--- config.mk ---
export PLATFORM = sky130hd
export DESIGN_NAME = uart_rx_fifo_flat
export DESIGN_NICKNAME = d
export VERILOG_FILES = /design/src/rtl/uart_rx_fifo_if.sv /design/src/rtl/uart_rx_fifo.sv /design/src/flat_wrapper.sv
export SDC_FILE = /design/constraint.sdc
export NUM_CORES = 1
export LEC_CHECK = 0
export BUFFER_PORTS_ARGS = -buffer_cell sky130_fd_sc_hd__buf_2
export CAP_MARGIN = 10
export CORE_UTILIZATION = 30
export CTS_BUF_LIST = sky130_fd_sc_hd__clkbuf_4 sky130_fd_sc_hd__clkbuf_8
export DETAILED_ROUTE_END_ITERATION = 12
export HOLD_SLACK_MARGIN = 0.05
export REMOVE_ABC_BUFFERS = 1
export SETUP_SLACK_MARGIN = 0.1
export SYNTH_ARGS = -nofsm -noshare
export SYNTH_HDL_FRONTEND = slang
export SYNTH_SLANG_ARGS = --single-unit
--- constraint.sdc ---
create_clock -name clk -period 8.1 [get_ports clk]
set_clock_uncertainty 0.2 [all_clocks]
set_input_delay 1.215 -clock clk [delete_from_list [all_inputs] [get_ports clk]]
set_output_delay 1.215 -clock clk [all_outputs]
set_load 0.02 [all_outputs]
--- src/rtl/uart_rx_fifo_if.sv ---
// ---------------------------------------------------------------------------
// uart_rx_fifo_if
// Groups the signals between the UART receiver/consumer side and the receive
// byte FIFO.
//   master : drives rx_data, rx_done, rd_en, flush, clr_overrun;
//            observes rd_data, empty, full, count, overrun
//   slave  : the FIFO itself (the mirror image of master)
// ---------------------------------------------------------------------------
interface uart_rx_fifo_if #(
    parameter int AW = 4
);
    logic [7:0]  rx_data;
    logic        rx_done;
    logic        rd_en;
    logic        flush;
    logic        clr_overrun;
    logic [7:0]  rd_data;
    logic        empty;
    logic        full;
    logic [AW:0] count;
    logic        overrun;

    modport master (
        output rx_data, rx_done, rd_en, flush, clr_overrun,
        input  rd_data, empty, full, count, overrun
    );

    modport slave (
        input  rx_data, rx_done, rd_en, flush, clr_overrun,
        output rd_data, empty, full, count, overrun
    );
endinterface

--- src/rtl/uart_rx_fifo.sv ---
// ---------------------------------------------------------------------------
// uart_rx_fifo
// Byte FIFO between the UART receiver and the bootloader (same clock).
// Each rising edge of rx_done captures rx_data; the consumer pops with rd_en.
// The head byte is presented first-word-fall-through on rd_data.
// Ports:
//   clk  : system clock
//   rst  : asynchronous reset, active-high
//   bus  : uart_rx_fifo_if.slave
//          in  rx_data[7:0], rx_done, rd_en, flush, clr_overrun
//          out rd_data[7:0], empty, full, count[AW:0], overrun (sticky)
// ---------------------------------------------------------------------------
module uart_rx_fifo #(
    parameter int DEPTH = 16,
    parameter int AW    = 4
) (
    input  logic            clk,
    input  logic            rst,
    uart_rx_fifo_if.slave   bus
);
    localparam logic [AW:0]   CNT_FULL = DEPTH[AW:0];
    localparam logic [AW:0]   CNT_ONE  = {{AW{1'b0}}, 1'b1};
    localparam logic [AW-1:0] PTR_ONE  = {{(AW-1){1'b0}}, 1'b1};

    logic [7:0]    mem [DEPTH];

    logic [AW-1:0] wr_ptr_q, wr_ptr_d;
    logic [AW-1:0] rd_ptr_q, rd_ptr_d;
    logic [AW:0]   count_q,  count_d;
    logic          overrun_q, overrun_d;
    logic          rx_done_q;

    logic          is_empty;
    logic          is_full;
    logic          wr_evt;
    logic          wr_acc;
    logic          rd_acc;
    logic          drop;

    always_comb begin
        is_empty  = (count_q == '0);
        is_full   = (count_q == CNT_FULL);
        // One write per strobe: only the low-to-high transition counts.
        wr_evt    = bus.rx_done & ~rx_done_q;
        // A flush discards any same-cycle read or write.
        rd_acc    = bus.rd_en & ~is_empty & ~bus.flush;
        // When full, a same-cycle pop frees the slot the write needs.
        wr_acc    = wr_evt & (~is_full | rd_acc) & ~bus.flush;
        drop      = wr_evt & is_full & ~rd_acc & ~bus.flush;

        wr_ptr_d  = wr_ptr_q;
        rd_ptr_d  = rd_ptr_q;
        count_d   = count_q;
        overrun_d = overrun_q;

        if (bus.flush) begin
            wr_ptr_d = '0;
            rd_ptr_d = '0;
            count_d  = '0;
        end else begin
            if (wr_acc) begin
                wr_ptr_d = wr_ptr_q + PTR_ONE;
            end
            if (rd_acc) begin
                rd_ptr_d = rd_ptr_q + PTR_ONE;
            end
            case ({wr_acc, rd_acc})
                2'b10:   count_d = count_q + CNT_ONE;
                2'b01:   count_d = count_q - CNT_ONE;
                default: count_d = count_q;
            endcase
        end

        // Setting wins over a same-cycle clear so no drop goes unreported.
        if (drop) begin
            overrun_d = 1'b1;
        end else if (bus.clr_overrun) begin
            overrun_d = 1'b0;
        end
    end

    always_ff @(posedge clk or posedge rst) begin
        if (rst) begin
            wr_ptr_q  <= '0;
            rd_ptr_q  <= '0;
            count_q   <= '0;
            overrun_q <= 1'b0;
            rx_done_q <= 1'b0;
        end else begin
            wr_ptr_q  <= wr_ptr_d;
            rd_ptr_q  <= rd_ptr_d;
            count_q   <= count_d;
            overrun_q <= overrun_d;
            rx_done_q <= bus.rx_done;
        end
    end

    // Storage is deliberately not reset; only the pointers define contents.
    always_ff @(posedge clk) begin
        if (wr_acc) begin
            mem[wr_ptr_q] <= bus.rx_data;
        end
    end

    assign bus.rd_data = mem[rd_ptr_q];
    assign bus.empty   = is_empty;
    assign bus.full    = is_full;
    assign bus.count   = count_q;
    assign bus.overrun = overrun_q;

endmodule
--- src/flat_wrapper.sv ---
// flat-port wrapper written by rule: the top's interface ports become plain ports
module uart_rx_fifo_flat 
#(
    parameter int DEPTH = 16,
    parameter int AW    = 4
)
  (clk, rst, bus_rx_data, bus_rx_done, bus_rd_en, bus_flush, bus_clr_overrun, bus_rd_data, bus_empty, bus_full, bus_count, bus_overrun);
  uart_rx_fifo_if #(.AW(AW)) bus_i ();
  input  logic clk;
  input  logic rst;
  input wire logic [$bits(bus_i.rx_data)-1:0] bus_rx_data;
  input wire logic [$bits(bus_i.rx_done)-1:0] bus_rx_done;
  input wire logic [$bits(bus_i.rd_en)-1:0] bus_rd_en;
  input wire logic [$bits(bus_i.flush)-1:0] bus_flush;
  input wire logic [$bits(bus_i.clr_overrun)-1:0] bus_clr_overrun;
  output wire logic [$bits(bus_i.rd_data)-1:0] bus_rd_data;
  output wire logic [$bits(bus_i.empty)-1:0] bus_empty;
  output wire logic [$bits(bus_i.full)-1:0] bus_full;
  output wire logic [$bits(bus_i.count)-1:0] bus_count;
  output wire logic [$bits(bus_i.overrun)-1:0] bus_overrun;
  assign bus_i.rx_data = bus_rx_data;
  assign bus_i.rx_done = bus_rx_done;
  assign bus_i.rd_en = bus_rd_en;
  assign bus_i.flush = bus_flush;
  assign bus_i.clr_overrun = bus_clr_overrun;
  assign bus_rd_data = bus_i.rd_data;
  assign bus_empty = bus_i.empty;
  assign bus_full = bus_i.full;
  assign bus_count = bus_i.count;
  assign bus_overrun = bus_i.overrun;
  uart_rx_fifo #(.DEPTH(DEPTH), .AW(AW)) u_core (.clk(clk), .rst(rst), .bus(bus_i));
endmodule
==> impl_metrics.ini <==
[floorplan]
die-area_mm2 = 0.02042
rows = 51
fp.dieH_um = 142.9
start_util_pct = 30.61
fp.dieW_um = 142.9
core_mm2 = 0.01946
io_pins = 30

[sta]
rsz0062_at_grt = no
post-route-min-period_ns = 4.245
setup_viol = 0
finalCritPeriodShare_pct = 52.41
slew_headroom_pct = 24.32
hold_viol = 0
worstMarginPinSlew_ns = 1.131
final_max_slew_viol_count = 0
max_freq_ghz = 0.2356
fin_setup_tns_ns = 0

[detailed_routing]
wirelength_mm = 11.97
drt_first_pass_iters = 4
viasPerCell = 4.716
vias = 3018
drc = 0
drt_iter0_drc = 356
wl_per_cell_um = 18.71
ant_nets = 0

[clock_network]
cts_resized = 0
cts_buffers = 17
postCtsSetupBuffers = 0
path_clk_slew_ns = 0.07
cts_root_buf = clkbuf_8
cts_tree = yes
htreeDepth = 4
ctsHoldBuffers = 0
clockBufferDepth = 2
cts_sinks = 143
clkLatencyLatePin_ns = 0.44

[power]
p_sw_share_pct = 27.09
total_power_mw = 1.844
clockPowerShare_pct = 32.1
pwr-share-comb_pct = 21.6
seqPwrFrac_pct = 46.4
p_leak_nw = 2.272
switching_power_mw = 0.4996
pwr_density_cell_mw_per_mm2 = 270.9
p_int_mw = 1.345
vdd_drop_max_mv = 0.1363

[final_layout]
fin_nets = 385
antenna_cells = 0
drive_above_1_share_pct = 28.00
fin_util_pct = 34.98
final-seq-area_mm2 = 0.004220
nFillCells = 1843
area_delta_synth_final_pct = 14.28
multiInputGateArea_mm2 = 0.001637
final_common_cell = edfxtp_1
mostFrequentLayoutCells = edfxtp_1, mux4_2, buf_2, nor2_1, clkbuf_8

[worst_setup_path]
worstSetupEndpointType = output pin
timing.rr.start = u_core.bus.count[0]$_DFFE_PP0P_
max_stage_delay_ns = 0.65
worstPathMaxFanout = 22
required_ns = 6.68
path_cells = buf_4, mux4_2, nor2b_1, a211oi_1, a21oi_1, buf_2
crit_arrival_ns = 2.83
start_kind = flop
cp-startpoint = u_core.rd_ptr_q[0]$_DFFE_PP0P_
criticalPathCategory = reg -> out
cpMaxStageDelayCell = dfrtp_2
path_buf_inv = 2
cp_top_family = buffers and inverters

[global_route]
use_met2_pct = 21.90
grt_max_degree = 33
busiest_layer = met2
grt_pass1_vias = 3220
use_met1_pct = 15.76
gr-usage-all-layers_pct = 13.06
antenna_found_initial = 0
globalRoute.totalOverflow = 0
grtUsageMet3_pct = 4.125
grt_pass1_wl_mm = 18.74

[place]
gp_congestion = 0.7696
port_buffers = 29
dp_hpwl_mm = 7.245

[yosys]
synth-edff-count = 128
synth_cell_types = 46
yosysSeqAreaShare_pct = 70.83
syn-cell-area_mm2 = 0.005957
syn_inst = 328
syn_area_per_cell_um2 = 18.16
synth_ff_type = edfxtp_1
yosys_warnings = 0
async_flop_share_pct = 10.49
ys_ff_latch = 143

[hold_path]
worstHoldStart = u_core.bus.overrun$_DFFE_PP0P_
worstHoldPathType = reg -> reg

[run]
max-cap-violations = 0

[status]
outcome = finished, final reports clean
==> metal layers <==
layer,vias to the layer above,share of wire [%]
met2,64,51
met1,1571,43
met3,17,4.9
met4,0,1.6
li1,1366,-
met5,-,0
==> registers in the layout, summed over array words and instances (netlist names) <==
signal and cells:
u_core.mem 128, u_core.rx_done_q 1, u_core.bus.overrun 1, u_core.rd_ptr_q 4, u_core.wr_ptr_q 4, u_core.bus.count 5
==> final timing paths <==
check,slack [ns],end,cells after the start
max,3.85,bus_rd_data[4],6
min,0.32,u_core.bus.overrun$_DFFE_PP0P_,1
max reg2reg,4.96,u_core.bus.count[4]$_DFFE_PP0P_,9
min reg2reg,0.32,u_core.bus.overrun$_DFFE_PP0P_,1
max in group asynchronous,6.63,u_core.rd_ptr_q[0]$_DFFE_PP0P_,2
min in group asynchronous,0.63,u_core.bus.count[2]$_DFFE_PP0P_,2
==> Yosys cell counts, types with 2 or more instances <==
cell	n	area [µm²]
mux2i_1	12	120.1
ha_1	8	100.1
a211oi_1	8	60.06
edfxtp_1	128	3844
mux2_1	3	33.78
nor3_1	4	20.02
buf_1	3	11.26
buf_4	3	22.52
buf_2	2	10.01
dfrtp_1	15	375.4
mux4_2	32	720.7
clkbuf_1	7	26.28
nor2_1	27	101.4
o211ai_1	2	15.01
nand2_1	6	22.52
inv_1	10	37.54
xor2_1	3	26.28
nand2b_1	6	37.54
a21oi_1	12	60.06
nor2b_1	11	68.82
==> power by group through the flow <==
stage,clock network (mW),registers (mW),logic (mW)
global placement,0,0.871,0.400
CTS,0.605,0.856,0.407
global route,0.636,0.862,0.437
detailed placement,0,0.873,0.406
finish,0.591,0.855,0.397
floorplan,0,0.906,0.261
==> final cells by class <==
type | count | area share (%)
clock buffer | 18 | 3.547
clock inverter | 14 | 2.536
inverter | 10 | 0.5514
multi-input combinational | 158 | 24.04
sequential | 143 | 61.99
tap | 265 | 4.870
timing repair buffer | 32 | 2.463
==> metrics by stage <==
| stage | hold WS, ns | std cells | worst slack (ns) | instance area (µm²) |
|---|---|---|---|---|
| 2_1_floorplan | 0.3589 | 311 | 4.121 | 5873 |
| 3_3_place_gp | 0.2706 | 608 | 4.275 | 6394 |
| 3_5_place_dp | 0.3096 | 608 | 4.261 | 6394 |
| 4_1_cts | 0.3348 | 640 | 3.753 | 6808 |
| 5_1_grt | 0.3646 | 640 | 3.607 | 6808 |
| 6_report | 0.3235 | 640 | 3.855 | 6808 |
==> worst reg2reg max path: stages, from the launching register on <==
cell	delay, ns
dfrtp_1	0.45
or4_4	0.60
o21ai_4	0.28
nand2b_1	0.19
inv_1	0.09
ha_1	0.31
nor2_1	0.15
a21oi_1	0.09
or4_1	0.49
a41oi_1	0.22
==> kinds of logic (layout without fill, tap and decap cells) <==
group | count (synthesis) | count (layout) | synth area share [%]
AOI/OAI and AO/OA | 32 | 32 | 4.054
xor gates and xnor gates | 4 | 4 | 0.5882
adders and majority gates | 9 | 9 | 2.016
buffers and inverters | 27 | 74 | 2.037
DFF | 143 | 143 | 70.83
muxes | 49 | 49 | 15.12
and+or+nand+nor | 64 | 64 | 5.357
No activity file was read; power rests on OpenSTA's default activity.
